[src/rtl/apb_requester_pkg.sv]
// Shared types for the APB command requester: the transfer FSM state encoding.
package apb_requester_pkg;

    typedef enum logic [1:0] {
        IDLE   = 2'd0,
        SETUP  = 2'd1,
        ACCESS = 2'd2,
        RESP   = 2'd3
    } state_e;

endpackage

[src/rtl/apb_command_requester_if.sv]
// APBv5 bus bundle between a requester and a completer (single-bit user sidebands).
interface apb_command_requester_if #(
    parameter int DATA_WIDTH = 32,
    parameter int ADDR_WIDTH = 32
);
    logic                    pclk;
    logic                    preset_n;
    logic [ADDR_WIDTH-1:0]   paddr;
    logic                    psel;
    logic                    penable;
    logic                    pwrite;
    logic [DATA_WIDTH-1:0]   pwdata;
    logic [DATA_WIDTH/8-1:0] pstrb;
    logic [2:0]              pprot;
    logic                    pwakeup;
    logic                    pauser;
    logic                    pwuser;
    logic [DATA_WIDTH-1:0]   prdata;
    logic                    pready;
    logic                    pslverr;

    modport requester (
        output pclk, preset_n, paddr, psel, penable, pwrite, pwdata, pstrb,
               pprot, pwakeup, pauser, pwuser,
        input  prdata, pready, pslverr
    );

    modport completer (
        input  pclk, preset_n, paddr, psel, penable, pwrite, pwdata, pstrb,
               pprot, pwakeup, pauser, pwuser,
        output prdata, pready, pslverr
    );

endinterface

[src/rtl/apb_command_requester.sv]
// Turns one valid/ready command into one APB setup/access transfer and returns a
// response; a bounded wait-state counter aborts transfers to a hung completer.
module apb_command_requester
    import apb_requester_pkg::*;
#(
    parameter int DATA_WIDTH     = 32,
    parameter int ADDR_WIDTH     = 32,
    parameter int TIMEOUT_CYCLES = 255
) (
    input  logic                    clk,
    input  logic                    rst,
    input  logic                    cmd_valid,
    output logic                    cmd_ready,
    input  logic                    cmd_write,
    input  logic [ADDR_WIDTH-1:0]   cmd_addr,
    input  logic [DATA_WIDTH-1:0]   cmd_wdata,
    input  logic [DATA_WIDTH/8-1:0] cmd_wstrb,
    input  logic [2:0]              cmd_prot,
    output logic                    rsp_valid,
    input  logic                    rsp_ready,
    output logic [DATA_WIDTH-1:0]   rsp_rdata,
    output logic                    rsp_err,
    output logic                    rsp_timeout,
    output state_e                  dbg_state,
    apb_command_requester_if.requester apb
);

    localparam int STRB_WIDTH = DATA_WIDTH / 8;
    localparam int CNT_WIDTH  = (TIMEOUT_CYCLES > 0) ? $clog2(TIMEOUT_CYCLES + 1) : 1;

    // cmd and rsp are valid/ready: a beat moves on a rising edge with both high;
    // rsp_valid and its payload stay put until rsp_ready takes them.
    state_e                  state_q,       state_d;
    logic [CNT_WIDTH-1:0]    cnt_q,         cnt_d;
    logic                    psel_q,        psel_d;
    logic                    penable_q,     penable_d;
    logic                    pwrite_q,      pwrite_d;
    logic                    pwakeup_q,     pwakeup_d;
    logic [ADDR_WIDTH-1:0]   paddr_q,       paddr_d;
    logic [DATA_WIDTH-1:0]   pwdata_q,      pwdata_d;
    logic [STRB_WIDTH-1:0]   pstrb_q,       pstrb_d;
    logic [2:0]              pprot_q,       pprot_d;
    logic                    rsp_valid_q,   rsp_valid_d;
    logic [DATA_WIDTH-1:0]   rsp_rdata_q,   rsp_rdata_d;
    logic                    rsp_err_q,     rsp_err_d;
    logic                    rsp_timeout_q, rsp_timeout_d;
    logic                    timeout_hit;

    always_ff @(posedge clk or posedge rst) begin
        if (rst) begin
            state_q       <= IDLE;
            cnt_q         <= '0;
            psel_q        <= 1'b0;
            penable_q     <= 1'b0;
            pwrite_q      <= 1'b0;
            pwakeup_q     <= 1'b0;
            paddr_q       <= '0;
            pwdata_q      <= '0;
            pstrb_q       <= '0;
            pprot_q       <= '0;
            rsp_valid_q   <= 1'b0;
            rsp_rdata_q   <= '0;
            rsp_err_q     <= 1'b0;
            rsp_timeout_q <= 1'b0;
        end else begin
            state_q       <= state_d;
            cnt_q         <= cnt_d;
            psel_q        <= psel_d;
            penable_q     <= penable_d;
            pwrite_q      <= pwrite_d;
            pwakeup_q     <= pwakeup_d;
            paddr_q       <= paddr_d;
            pwdata_q      <= pwdata_d;
            pstrb_q       <= pstrb_d;
            pprot_q       <= pprot_d;
            rsp_valid_q   <= rsp_valid_d;
            rsp_rdata_q   <= rsp_rdata_d;
            rsp_err_q     <= rsp_err_d;
            rsp_timeout_q <= rsp_timeout_d;
        end
    end

    // The current low-pready cycle is the last one allowed; pready still wins it.
    always_comb begin
        timeout_hit = (TIMEOUT_CYCLES != 0) && ((int'(cnt_q) + 1) == TIMEOUT_CYCLES);
        state_d     = state_q;
        cnt_d       = cnt_q;
        case (state_q)
            IDLE: begin
                if (cmd_valid) begin
                    state_d = SETUP;
                    cnt_d   = '0;
                end
            end
            SETUP: state_d = ACCESS;
            ACCESS: begin
                if (apb.pready) begin
                    state_d = RESP;
                end else begin
                    if (timeout_hit) state_d = RESP;
                    if (!(&cnt_q)) cnt_d = cnt_q + CNT_WIDTH'(1);
                end
            end
            RESP: begin
                if (rsp_ready) state_d = IDLE;
            end
            default: state_d = IDLE;
        endcase
    end

    always_comb begin
        psel_d        = (state_d == SETUP) || (state_d == ACCESS);
        penable_d     = (state_d == ACCESS);
        pwakeup_d     = psel_d;
        pwrite_d      = pwrite_q;
        paddr_d       = paddr_q;
        pwdata_d      = pwdata_q;
        pstrb_d       = pstrb_q;
        pprot_d       = pprot_q;
        rsp_valid_d   = rsp_valid_q;
        rsp_rdata_d   = rsp_rdata_q;
        rsp_err_d     = rsp_err_q;
        rsp_timeout_d = rsp_timeout_q;

        if (state_q == IDLE && cmd_valid) begin
            pwrite_d = cmd_write;
            paddr_d  = cmd_addr;
            pprot_d  = cmd_prot;
            pwdata_d = cmd_write ? cmd_wdata : '0;
            pstrb_d  = cmd_write ? cmd_wstrb : '0;
        end

        if (state_q == ACCESS && state_d == RESP) begin
            rsp_valid_d = 1'b1;
            if (apb.pready) begin
                rsp_rdata_d   = pwrite_q ? '0 : apb.prdata;
                rsp_err_d     = apb.pslverr;
                rsp_timeout_d = 1'b0;
            end else begin
                rsp_rdata_d   = '0;
                rsp_err_d     = 1'b1;
                rsp_timeout_d = 1'b1;
            end
        end

        if (state_q == RESP && rsp_ready) begin
            rsp_valid_d   = 1'b0;
            rsp_rdata_d   = '0;
            rsp_err_d     = 1'b0;
            rsp_timeout_d = 1'b0;
        end
    end

    assign cmd_ready    = (state_q == IDLE);
    assign dbg_state    = state_q;
    assign rsp_valid    = rsp_valid_q;
    assign rsp_rdata    = rsp_rdata_q;
    assign rsp_err      = rsp_err_q;
    assign rsp_timeout  = rsp_timeout_q;

    assign apb.pclk     = clk;
    assign apb.preset_n = ~rst;
    assign apb.psel     = psel_q;
    assign apb.penable  = penable_q;
    assign apb.pwrite   = pwrite_q;
    assign apb.pwakeup  = pwakeup_q;
    assign apb.paddr    = paddr_q;
    assign apb.pwdata   = pwdata_q;
    assign apb.pstrb    = pstrb_q;
    assign apb.pprot    = pprot_q;
    assign apb.pauser   = 1'b0;
    assign apb.pwuser   = 1'b0;

endmodule
[src/flat_wrapper.sv]
// flat-port wrapper written by rule: the top's interface ports become plain ports
module apb_command_requester_flat import apb_requester_pkg::*;
#(
    parameter int DATA_WIDTH     = 32,
    parameter int ADDR_WIDTH     = 32,
    parameter int TIMEOUT_CYCLES = 255
)
  (clk, rst, cmd_valid, cmd_ready, cmd_write, cmd_addr, cmd_wdata, cmd_wstrb, cmd_prot, rsp_valid, rsp_ready, rsp_rdata, rsp_err, rsp_timeout, dbg_state, apb_pclk, apb_preset_n, apb_paddr, apb_psel, apb_penable, apb_pwrite, apb_pwdata, apb_pstrb, apb_pprot, apb_pwakeup, apb_pauser, apb_pwuser, apb_prdata, apb_pready, apb_pslverr);
  apb_command_requester_if #(.DATA_WIDTH(DATA_WIDTH), .ADDR_WIDTH(ADDR_WIDTH)) apb_i ();
  input  logic clk;
  input  logic rst;
  input  logic cmd_valid;
  output logic cmd_ready;
  input  logic cmd_write;
  input  logic [ADDR_WIDTH-1:0] cmd_addr;
  input  logic [DATA_WIDTH-1:0] cmd_wdata;
  input  logic [DATA_WIDTH/8-1:0] cmd_wstrb;
  input  logic [2:0] cmd_prot;
  output logic rsp_valid;
  input  logic rsp_ready;
  output logic [DATA_WIDTH-1:0] rsp_rdata;
  output logic rsp_err;
  output logic rsp_timeout;
  output state_e dbg_state;
  output wire logic [$bits(apb_i.pclk)-1:0] apb_pclk;
  output wire logic [$bits(apb_i.preset_n)-1:0] apb_preset_n;
  output wire logic [$bits(apb_i.paddr)-1:0] apb_paddr;
  output wire logic [$bits(apb_i.psel)-1:0] apb_psel;
  output wire logic [$bits(apb_i.penable)-1:0] apb_penable;
  output wire logic [$bits(apb_i.pwrite)-1:0] apb_pwrite;
  output wire logic [$bits(apb_i.pwdata)-1:0] apb_pwdata;
  output wire logic [$bits(apb_i.pstrb)-1:0] apb_pstrb;
  output wire logic [$bits(apb_i.pprot)-1:0] apb_pprot;
  output wire logic [$bits(apb_i.pwakeup)-1:0] apb_pwakeup;
  output wire logic [$bits(apb_i.pauser)-1:0] apb_pauser;
  output wire logic [$bits(apb_i.pwuser)-1:0] apb_pwuser;
  input wire logic [$bits(apb_i.prdata)-1:0] apb_prdata;
  input wire logic [$bits(apb_i.pready)-1:0] apb_pready;
  input wire logic [$bits(apb_i.pslverr)-1:0] apb_pslverr;
  assign apb_pclk = apb_i.pclk;
  assign apb_preset_n = apb_i.preset_n;
  assign apb_paddr = apb_i.paddr;
  assign apb_psel = apb_i.psel;
  assign apb_penable = apb_i.penable;
  assign apb_pwrite = apb_i.pwrite;
  assign apb_pwdata = apb_i.pwdata;
  assign apb_pstrb = apb_i.pstrb;
  assign apb_pprot = apb_i.pprot;
  assign apb_pwakeup = apb_i.pwakeup;
  assign apb_pauser = apb_i.pauser;
  assign apb_pwuser = apb_i.pwuser;
  assign apb_i.prdata = apb_prdata;
  assign apb_i.pready = apb_pready;
  assign apb_i.pslverr = apb_pslverr;
  apb_command_requester #(.DATA_WIDTH(DATA_WIDTH), .ADDR_WIDTH(ADDR_WIDTH), .TIMEOUT_CYCLES(TIMEOUT_CYCLES)) u_core (.clk(clk), .rst(rst), .cmd_valid(cmd_valid), .cmd_ready(cmd_ready), .cmd_write(cmd_write), .cmd_addr(cmd_addr), .cmd_wdata(cmd_wdata), .cmd_wstrb(cmd_wstrb), .cmd_prot(cmd_prot), .rsp_valid(rsp_valid), .rsp_ready(rsp_ready), .rsp_rdata(rsp_rdata), .rsp_err(rsp_err), .rsp_timeout(rsp_timeout), .dbg_state(dbg_state), .apb(apb_i));
endmodule
[config.mk]
export PLATFORM = sky130hd
export DESIGN_NAME = apb_command_requester_flat
export DESIGN_NICKNAME = d
export VERILOG_FILES = /design/src/rtl/apb_requester_pkg.sv /design/src/rtl/apb_command_requester_if.sv /design/src/rtl/apb_command_requester.sv /design/src/flat_wrapper.sv
export SDC_FILE = /design/constraint.sdc
export NUM_CORES = 1
export LEC_CHECK = 0
export ABC_AREA = 1
export CORE_UTILIZATION = 45
export CTS_BUF_LIST = sky130_fd_sc_hd__clkbuf_4
export CTS_CLUSTER_DIAMETER = 120
export DETAILED_ROUTE_END_ITERATION = 16
export HOLD_SLACK_MARGIN = 0.03
export PLACE_DENSITY = 0.87
export SYNTH_ARGS = -nofsm -noshare
export SYNTH_HDL_FRONTEND = slang
export SYNTH_SLANG_ARGS = --single-unit
[constraint.sdc]
create_clock -name clk -period 6.7 [get_ports clk]
set_clock_uncertainty 0.15 [all_clocks]
set_input_delay 0.67 -clock clk [delete_from_list [all_inputs] [get_ports clk]]
set_output_delay 0.67 -clock clk [all_outputs]
set_load 0.03 [all_outputs]
After elaboration in Yosys (flattened, before gate mapping) --
Index checks and enable logic that the tools add are counted.
Word-level totals: register bits 119, bits of input ports 110, output and inout bits 117, logic and storage cells 58
Cells by class: add/sub/neg operators 2, equal/unequal tests 10, mux-type cells 23, bitwise gates (word level) 1, reduce and logical (&&, ||, !) cells 9
Operators by type and width (number):
- 32-bit two-way mux | 5
- 32-bit by 9-bit equality test with 1-bit output, second input constant | 1
- 8-bit two-way mux | 3
- 8-bit one-hot mux with 2 select lines | 1
- 8-bit by 1-bit adder with 9-bit output, second input constant | 1
- 8-bit by 1-bit adder with 8-bit output, second input constant | 1
- 2-bit equality test, second input constant | 4
- 1-bit two-way mux | 8
- 2-bit two-way mux | 4
- 2-bit one-hot mux with 4 select lines | 1
- 8-bit AND reduction | 1
- 2-bit inequality test, second input constant | 3
- 2-bit by 1-bit equality test with 1-bit output, second input constant | 2
- 4-bit two-way mux | 1
- 4-bit AND reduction | 1
- 2-bit nonzero test | 2
- 1-bit logical AND | 3
- 2-bit zero test | 1
- 1-bit logical OR | 1
- 1-bit NOT | 1

Logic depth before layout (Yosys ltp) --
Gate-level depths: netlist (run 1).
word-level depth 9, depth in mapped cells 14

==> impl_metrics.tcl, run 1 <==
set metrics [dict create \
    grt-ovfl-total 0 \
    n_antenna_cell 0 \
    initial_core_util_pct 47.3 \
    setup_tns_ps 0 \
    drv_slew 0 \
    hp-class "reg2reg" \
    cts_hold_buf 0 \
    yosys_warnings 0 \
    holdWs_ps 331 \
    r2r-start "u_core.cnt_q[0]$_DFFE_PP0P_" \
    grt_pass1_vias 4690 \
    synth_cell_types 26 \
    peakVddDrop_uv 224 \
    area.sequential_mm2 0.00298 \
    critical_path_class "clk2out" \
    mostFrequentLayoutCells "clkdlybuf4s50_1, nand2_1, dfrtp_1, nand3_1, inv_1" \
    synth-seq-area-share_pct 59.9 \
    final_common_cell "clkdlybuf4s50_1" \
    hpwlAfterDp_um 9560 \
    hold_viol 0 \
    post_cts_buffers 0 \
    nFillCells 786 \
    die_x_um 107 \
    die-area_mm2 0.0115 \
    r2r_cells 11 \
    post-route-drc-count 0 \
    antenna_left 0 \
    p_leak_nw 3.68 \
    clk_pin_slew_ps 100 \
    critPathMaxFanout 2 \
    power_density_mw_per_mm2 468 \
    num_vias 4581 \
    drt_iter0_drc 263 \
    ys_ff_latch 119 \
    drt-wirelength-per-cell_um 14.9 \
    grtUsageMet3_pct 7.54 \
    grt_start_max_net_pins 76 \
    area_growth_pct 51.9 \
    critPathArrivalTime_ps 4160 \
    cp-start-kind "clock port" \
    grt_use_total_pct 24.8 \
    critical_path_required_ps 5880 \
    tightest_slew_ps 1250 \
    core_area_mm2 0.0105 \
    maxCapViolCount 0 \
    fin_util_pct 71.8 \
    max_slew_margin_pct 17.0 \
    io_buffers 224 \
    via_per_inst 4.96 \
    antenna_found_initial 0 \
    grt_pass1_wl_um 21800 \
    die_y_um 107 \
    power_mw 3.53 \
    fin_nets 888 \
    clk_latency_ps 610 \
    crit_path_end_kind "output pin" \
    grtUsageMet1_pct 27.6 \
    syn_avg_cell_area_um2 8.92 \
    num_rows 37 \
    boundaryPins 227 \
    reg2reg_slack_ps 3620 \
    rsz0062_at_grt "false" \
    cts_resized 0 \
    gp_congestion 0.848 \
    cts_tree "yes" \
    endpoint "apb_pclk" \
    crit_start "clk" \
    finalSetupViolCount 0 \
    outcome "finished, final reports clean" \
    synth_area_mm2 0.00497 \
    first_pass_iters 5 \
    busiest_layer "met2" \
    multi_input_area_mm2 0.00161 \
    drive_above_1_share_pct 6.48 \
    wl_um 13700 \
    synthCells 557 \
    r2r-end "u_core.rsp_rdata[8]$_DFFE_PP0P_" \
    gr-usage-met2_pct 43.2 \
]
-- cell usage after synthesis, drive strengths merged --
library cell / instances / share of area (%)
a21oi: 1 / 0.10
buf: 26 / 3.4
clkbuf: 7 / 0.53
conb: 1 / 0.075
dfrtp: 119 / 60
ha: 4 / 1.0
inv: 51 / 3.9
nand2: 206 / 16
nand3: 83 / 8.7
nand4: 2 / 0.38
nor2: 11 / 1.2
o21ai: 42 / 4.4
o21bai: 1 / 0.15
o22ai: 3 / 0.38
-- report_power, final --
group / switching (mW) / leakage (nW) / internal, mW / total [mW]
clock network: 0.273 / 0.184 / 0.332 / 0.605
logic: 1.06 / 1.94 / 0.678 / 1.73
registers: 0.181 / 1.55 / 1.01 / 1.19
total: 1.51 / 3.68 / 2.02 / 3.53
-- routing by layer --
metal / share of wire, % / vias up / routed length, µm
li1: - / 2185 / -
met1: 38 / 2158 / 5200
met2: 52 / 203 / 7070
met3: 7.5 / 35 / 1020
met4: 3.1 / 0 / 425
met5: 0 / - / 0
-- sequential cells by signal, summed over array words and instances, names as in the netlist --
| register | cells |
|---|---|
| u_core.apb.pwrite | 1 |
| u_core.apb.pwdata | 32 |
| u_core.apb.paddr | 32 |
| u_core.apb.psel | 1 |
| u_core.rsp_err | 1 |
| u_core.cnt_q | 8 |
| u_core.rsp_rdata | 32 |
| u_core.apb.pprot | 3 |
| u_core.rsp_valid | 1 |
| u_core.rsp_timeout | 1 |
| u_core.apb.penable | 1 |
| u_core.apb.pstrb | 4 |
| u_core.dbg_state | 2 |
-- through the flow --
stage          setup WS [ps]  cells  area (µm²)
3_3_place_gp            1970    888        7210
5_1_grt                 1710    923        7540
3_5_place_dp            1970    888        7210
6_report                1720    923        7540
2_1_floorplan           2390    558        4970
4_1_cts                 1720    923        7540
-- worst min path at each step --
| stage | from | cells past startpoint | end | slack [ps] |
|---|---|---|---|---|
| final | u_core.apb.paddr[22]$_DFFE_PP0P_ | 2 | u_core.apb.paddr[22]$_DFFE_PP0P_ | 330 |
| after global routing | u_core.apb.pstrb[2]$_DFFE_PP0P_ | 2 | u_core.apb.pstrb[2]$_DFFE_PP0P_ | 350 |
| after CTS | u_core.apb.paddr[18]$_DFFE_PP0P_ | 2 | u_core.apb.paddr[18]$_DFFE_PP0P_ | 330 |
| after detailed placement | u_core.apb.paddr[21]$_DFFE_PP0P_ | 2 | u_core.apb.paddr[21]$_DFFE_PP0P_ | 310 |
| after global placement | u_core.apb.paddr[18]$_DFFE_PP0P_ | 2 | u_core.apb.paddr[18]$_DFFE_PP0P_ | 300 |
| after floorplan | u_core.cnt_q[6]$_DFFE_PP0P_ | 2 | u_core.cnt_q[6]$_DFFE_PP0P_ | 380 |
-- cells by family (layout without fill, tap and decap cells) --
logic type,after synthesis,after routing,share of synthesized area (%)
compound gates,47,47,5.01
fa+ha+maj,4,4,1.01
buf+inv,84,313,7.78
flops,119,119,59.9
other cells,1,2,0.0755
simple gates,302,302,26.2
-- area by class of cell --
cell class	instances	share of cell area (%)
well taps	136	2.26
repair buffers	226	29.9
clock buffers	24	2.42
clock inverters	12	2.09
multi-input cells	355	21.3
flip-flops and latches	119	39.5
inverters	51	2.57
-- worst max-delay path, stage by stage --
cell	delay (ps)
clkbuf_4	110
clkbuf_4	120
clkdlybuf4s50_1	580
No activity file was read; power rests on OpenSTA's default activity.
==> run 2, diff against run 1 <==
--- a/config.mk
+++ b/config.mk
@@ -6,12 +6,12 @@
 export NUM_CORES = 1
 export LEC_CHECK = 0
 export ABC_AREA = 1
-export CORE_UTILIZATION = 45
+export CORE_UTILIZATION = 39
 export CTS_BUF_LIST = sky130_fd_sc_hd__clkbuf_4
 export CTS_CLUSTER_DIAMETER = 120
 export DETAILED_ROUTE_END_ITERATION = 16
 export HOLD_SLACK_MARGIN = 0.03
-export PLACE_DENSITY = 0.87
+export PLACE_DENSITY = 0.8
 export SYNTH_ARGS = -nofsm -noshare
 export SYNTH_HDL_FRONTEND = slang
 export SYNTH_SLANG_ARGS = --single-unit
==> constraint.sdc (replaced) <==
create_clock -name clk -period 4.2 [get_ports clk]
set_clock_uncertainty 0.15 [all_clocks]
set_input_delay 0.42 -clock clk [delete_from_list [all_inputs] [get_ports clk]]
set_output_delay 0.42 -clock clk [all_outputs]
set_load 0.03 [all_outputs]
==> run 2 against run 1 <==
Final area is the same. Hold slack lost 270 ps. Sequential share of layout area unchanged. Clock-buffer cell count unchanged. Register-to-register slack worse by 2400 ps. Sequential power rose by 60%. Flip-flop and latch count did not move. Highest routed layer unchanged. Critical path type unchanged. Largest power group unchanged. Final cell count rose by 3.6%.
==> impl_metrics.tcl, run 2 (synthesis gave the netlist of run 1 again) <==
set metrics [dict create \
    outcome "finished, final reports clean" \
    swShare_pct 43.8 \
    initial_core_util_pct 40.7 \
    critPathArrivalTime_ps 2940 \
    hpwlAfterDp_um 9460 \
    final_cells 956 \
    setup_tns_ps 0 \
    p_comb_share_pct 50.0 \
    boundaryPins 227 \
    nFillCells 1070 \
    area.sequential_mm2 0.00298 \
    clkPwrFrac_pct 15.5 \
    drt_iter0_drc 275 \
    crit_top_cell "clkbuf_4" \
    setup_ws_ps 690 \
    place_inst 921 \
    area_growth_pct 51.9 \
    num_vias 4604 \
    drv_slew 0 \
    io_buffers 224 \
    tightest_slew_ps 865 \
    peakVddDrop_uv 384 \
    fin_util_pct 61.8 \
    hp-class "in2async" \
    drive_above_1_share_pct 6.85 \
    gp_congestion 0.815 \
    clk_pin_slew_ps 100 \
    first_pass_iters 4 \
    critical_path_required_ps 3630 \
    post_cts_buffers 0 \
    pwr-share-seq_pct 34.5 \
    dp_slack_ps 966 \
    grt_pass1_vias 4641 \
    multi_input_area_mm2 0.00161 \
    cts_hold_buf 0 \
    grtUsageMet3_pct 7.27 \
    cts_resized 0 \
    num_rows 40 \
    cell_internal_pwr_mw 3.10 \
    switchingPower_mw 2.41 \
    busiest_layer "met2" \
    grt_pass1_wl_um 21700 \
    holdWs_ps 60.7 \
    n_antenna_cell 0 \
    antenna_found_initial 0 \
    grtUsageMet1_pct 24.0 \
    cts_tree "yes" \
    clk_latency_ps 630 \
    grt_start_max_net_pins 74 \
    maxCapViolCount 0 \
    finalSetupViolCount 0 \
    crit_buf_inv 3 \
    wl_um 13500 \
    slowest_stage "clkdlybuf4s50_1" \
    rsz0062_at_grt "false" \
    cp-start-kind "clock port" \
    die_y_um 115 \
    grt-ovfl-total 0 \
    critPathMaxFanout 2 \
    crit_path_end_kind "output pin" \
    p_leak_nw 3.66 \
    mostFrequentLayoutCells "clkdlybuf4s50_1, nand2_1, dfrtp_1, nand3_1, inv_1" \
    die-area_mm2 0.0132 \
    die_x_um 115 \
    antenna_left 0 \
    critical_path_class "clk2out" \
    hold_viol 0 \
    via_per_inst 4.82 \
    crit_path_max_incr_delay_ps 600 \
    grt_use_total_pct 21.6 \
    crit_chain "clkbuf_4 > clkbuf_4 > clkdlybuf4s50_1" \
    power_density_mw_per_mm2 731 \
    path_delay_family "buffers and inverters" \
    post-route-drc-count 0 \
    fin_nets 889 \
    drt-wirelength-per-cell_um 14.1 \
    core_area_mm2 0.0122 \
    final_common_cell "clkdlybuf4s50_1" \
    max_slew_margin_pct 42.3 \
    gr-usage-met2_pct 35.9 \
]
## run 2: worst register-to-register path, cell delays in order (launching register included)
cell and delay (ps):
dfrtp_1 440, ha_1 230, nand2_1 130, inv_1 100
nand3_1 80, nand2_1 70, nor2_1 110, nand3_1 110
a21oi_1 200, ha_1 260, nand4_2 570, o21ai_0 450
## run 2: metrics by stage
stage	total power [mW]	area, µm²
2_1_floorplan	3.52	4970
3_3_place_gp	4.66	7260
3_5_place_dp	4.74	7260
4_1_cts	5.58	7540
5_1_grt	5.86	7540
6_report	5.51	7540
## run 2: worst paths after layout
path / from / end / slack, ps / depth (start not counted)
min: rst / u_core.apb.paddr[19]$_DFFE_PP0P_ / 60 / 2
min in group clk: cmd_prot[2] / u_core.apb.pprot[2]$_DFFE_PP0P_ / 170 / 3
max in group asynchronous: rst / u_core.cnt_q[2]$_DFFE_PP0P_ / 2500 / 3
min reg2reg: u_core.apb.pprot[2]$_DFFE_PP0P_ / u_core.apb.pprot[2]$_DFFE_PP0P_ / 330 / 2
max reg2reg: u_core.cnt_q[0]$_DFFE_PP0P_ / u_core.rsp_rdata[3]$_DFFE_PP0P_ / 1180 / 11
max: clk / apb_pclk / 690 / 3
## run 2: power by group through the flow
stage | clock network (mW) | logic, mW | registers (mW)
5_1_grt | 0.939 | 2.96 | 1.96
6_report | 0.857 | 2.76 | 1.90
2_1_floorplan | 0.0357 | 0.735 | 2.75
3_3_place_gp | 0.0397 | 2.72 | 1.90
3_5_place_dp | 0.0397 | 2.78 | 1.92
4_1_cts | 0.891 | 2.79 | 1.90
## run 2: layer usage
| layer | part of all wire [%] | vias to the layer above |
|---|---|---|
| li1 | - | 2185 |
| met1 | 39 | 2204 |
| met2 | 50 | 185 |
| met3 | 7.9 | 30 |
| met4 | 3.1 | 0 |
| met5 | 0 | - |
## run 2: area by class of cell
type | count | area share (%)
clock buffer | 24 | 2.42
sequential | 119 | 39.5
inverter | 51 | 2.57
timing repair buffer | 227 | 30.0
multi-input combinational | 355 | 21.3
tap | 168 | 2.79
clock inverter | 12 | 1.46
==> run 3, diff against run 2 <==
--- a/config.mk
+++ b/config.mk
@@ -6,12 +6,12 @@
 export NUM_CORES = 1
 export LEC_CHECK = 0
 export ABC_AREA = 1
-export CORE_UTILIZATION = 39
+export CORE_UTILIZATION = 43
 export CTS_BUF_LIST = sky130_fd_sc_hd__clkbuf_4
 export CTS_CLUSTER_DIAMETER = 120
 export DETAILED_ROUTE_END_ITERATION = 16
 export HOLD_SLACK_MARGIN = 0.03
-export PLACE_DENSITY = 0.8
+export PLACE_DENSITY = 0.84
 export SYNTH_ARGS = -nofsm -noshare
 export SYNTH_HDL_FRONTEND = slang
 export SYNTH_SLANG_ARGS = --single-unit
==> constraint.sdc (replaced) <==
create_clock -name clk -period 3.35 [get_ports clk]
set_clock_uncertainty 0.15 [all_clocks]
set_input_delay 0.335 -clock clk [delete_from_list [all_inputs] [get_ports clk]]
set_output_delay 0.335 -clock clk [all_outputs]
set_load 0.03 [all_outputs]
==> run 3 against run 2 <==
Die area decreased by 9.1%. Critical path depth stayed put. Via count shrank 0.11%. Worst setup slack worse by 310 ps. Routed wire length grew 1.1%. Total power grew 25%. Global-route usage increased by 2.5 points. Sequential share of layout area rose by 0.11 points. Hold slack better by 41 ps. Critical endpoint unchanged.
==> impl_metrics.tcl, run 3 (synthesis gave the netlist of run 1 again) <==
set metrics [dict create \
    die_x_um 109 \
    final_common_cell "clkdlybuf4s50_1" \
    slowest_stage "clkdlybuf4s50_1" \
    holdWs_ps 102 \
    drt_iter0_drc 292 \
    crit_path_max_incr_delay_ps 580 \
    post_cts_buffers 0 \
    fin_nets 891 \
    wl_um 13700 \
    drt-wirelength-per-cell_um 14.7 \
    first_pass_iters 5 \
    busiest_layer "met2" \
    cts_tree "yes" \
    drv_slew 0 \
    r2r-end "u_core.rsp_rdata[0]$_DFFE_PP0P_" \
    critical_path_class "clk2out" \
    outcome "finished, final reports clean" \
    grt_use_total_pct 24.1 \
    antenna_found_initial 0 \
    crit_path_end_kind "output pin" \
    nFillCells 881 \
    boundaryPins 227 \
    cts_hold_buf 0 \
    hold_depth 3 \
    grt_pass1_vias 4740 \
    clk_pin_slew_ps 100 \
    r2r-start "u_core.cnt_q[0]$_DFFE_PP0P_" \
    area_growth_pct 51.4 \
    die_y_um 109 \
    mostFrequentLayoutCells "clkdlybuf4s50_1, nand2_1, dfrtp_1, nand3_1, inv_1" \
    num_vias 4599 \
    grtUsageMet3_pct 8.95 \
    crit_buf_inv 3 \
    die-area_mm2 0.0120 \
    rsz0062_at_grt "false" \
    grt-ovfl-total 0 \
    post-route-drc-count 0 \
    num_rows 38 \
    reg2reg_slack_ps 430 \
    setup_tns_ps 0 \
    hp-start "apb_prdata[17]" \
    gr-usage-met2_pct 39.2 \
    power_density_mw_per_mm2 913 \
    hpwlAfterDp_um 9530 \
    grt_pass1_wl_um 21900 \
    hold_path_end "u_core.rsp_rdata[17]$_DFFE_PP0P_" \
    finalSetupViolCount 0 \
    crit_chain "clkbuf_4 > clkbuf_4 > clkdlybuf4s50_1" \
    cp-start-kind "clock port" \
    path_delay_family "buffers and inverters" \
    io_buffers 224 \
    initial_core_util_pct 45.0 \
    critical_path_required_ps 2860 \
    grt_start_max_net_pins 120 \
    p_leak_nw 3.66 \
    r2r_cells 11 \
    drive_above_1_share_pct 7.22 \
    cts_resized 0 \
    via_per_inst 4.95 \
    peakVddDrop_uv 545 \
    antenna_left 0 \
    hold_viol 0 \
    max_slew_margin_pct 52.2 \
    critPathMaxFanout 2 \
    grtUsageMet1_pct 28.0 \
    tightest_slew_ps 717 \
    crit_top_cell "clkbuf_4" \
    maxCapViolCount 0 \
    critPathArrivalTime_ps 2480 \
    core_area_mm2 0.0110 \
    clk_latency_ps 610 \
    gp_congestion 0.873 \
    hp-class "in2reg" \
    n_antenna_cell 0 \
]
[run 3: worst max path at each step]
stage                                       endpoint                         from  slack, ps  cells after the start
floorplan                               apb_preset_n                          rst        980                      1
global placement                            apb_pclk                          clk        630                      1
detailed placement   u_core.rsp_rdata[0]$_DFFE_PP0P_  u_core.cnt_q[0]$_DFFE_PP0P_        460                     11
CTS                                         apb_pclk                          clk        370                      3
global route        u_core.rsp_rdata[15]$_DFFE_PP0P_  u_core.cnt_q[0]$_DFFE_PP0P_        100                     11
finish                                      apb_pclk                          clk        380                      3
[run 3: layout make-up]
type	instances	area [µm²]	share of cell area (%)
clock buffers	26	198	2.63
clock inverters	10	81.3	1.08
inverters	51	195	2.59
multi-input cells	355	1610	21.4
flip-flops and latches	119	2980	39.6
well taps	140	175	2.33
repair buffers	229	2290	30.4
[run 3: routing by layer]
layer / vias up / part of all wire [%] / routed length [µm]
met4: 0 / 2.7 / 364
met3: 30 / 9.4 / 1280
li1: 2189 / - / -
met1: 2154 / 40 / 5400
met2: 226 / 48 / 6620
met5: - / 0 / 0
[run 3: worst min-delay path, cell delays in order]
cell and delay (ps):
clkdlybuf4s50_1 390, inv_1 50, o21ai_1 60
[run 3: metrics by stage]
step | cells | util (%) | instance area (µm²) | setup slack [ps] | total power, mW
2_1_floorplan | 558 | - | 4980 | 976 | 4.41
3_3_place_gp | 895 | 65.8 | 7260 | 626 | 5.83
3_5_place_dp | 895 | 65.8 | 7260 | 463 | 5.94
4_1_cts | 930 | 68.2 | 7520 | 370 | 6.94
5_1_grt | 930 | 68.2 | 7520 | 104 | 7.31
6_report | 930 | 68.2 | 7520 | 384 | 6.87
[run 3: where the power goes]
| group | total [mW] | internal (mW) | switching, mW |
|---|---|---|---|
| clock | 1.02 | 0.460 | 0.564 |
| combinational | 3.47 | 1.37 | 2.11 |
| sequential | 2.37 | 2.01 | 0.359 |
| total | 6.87 | 3.84 | 3.03 |
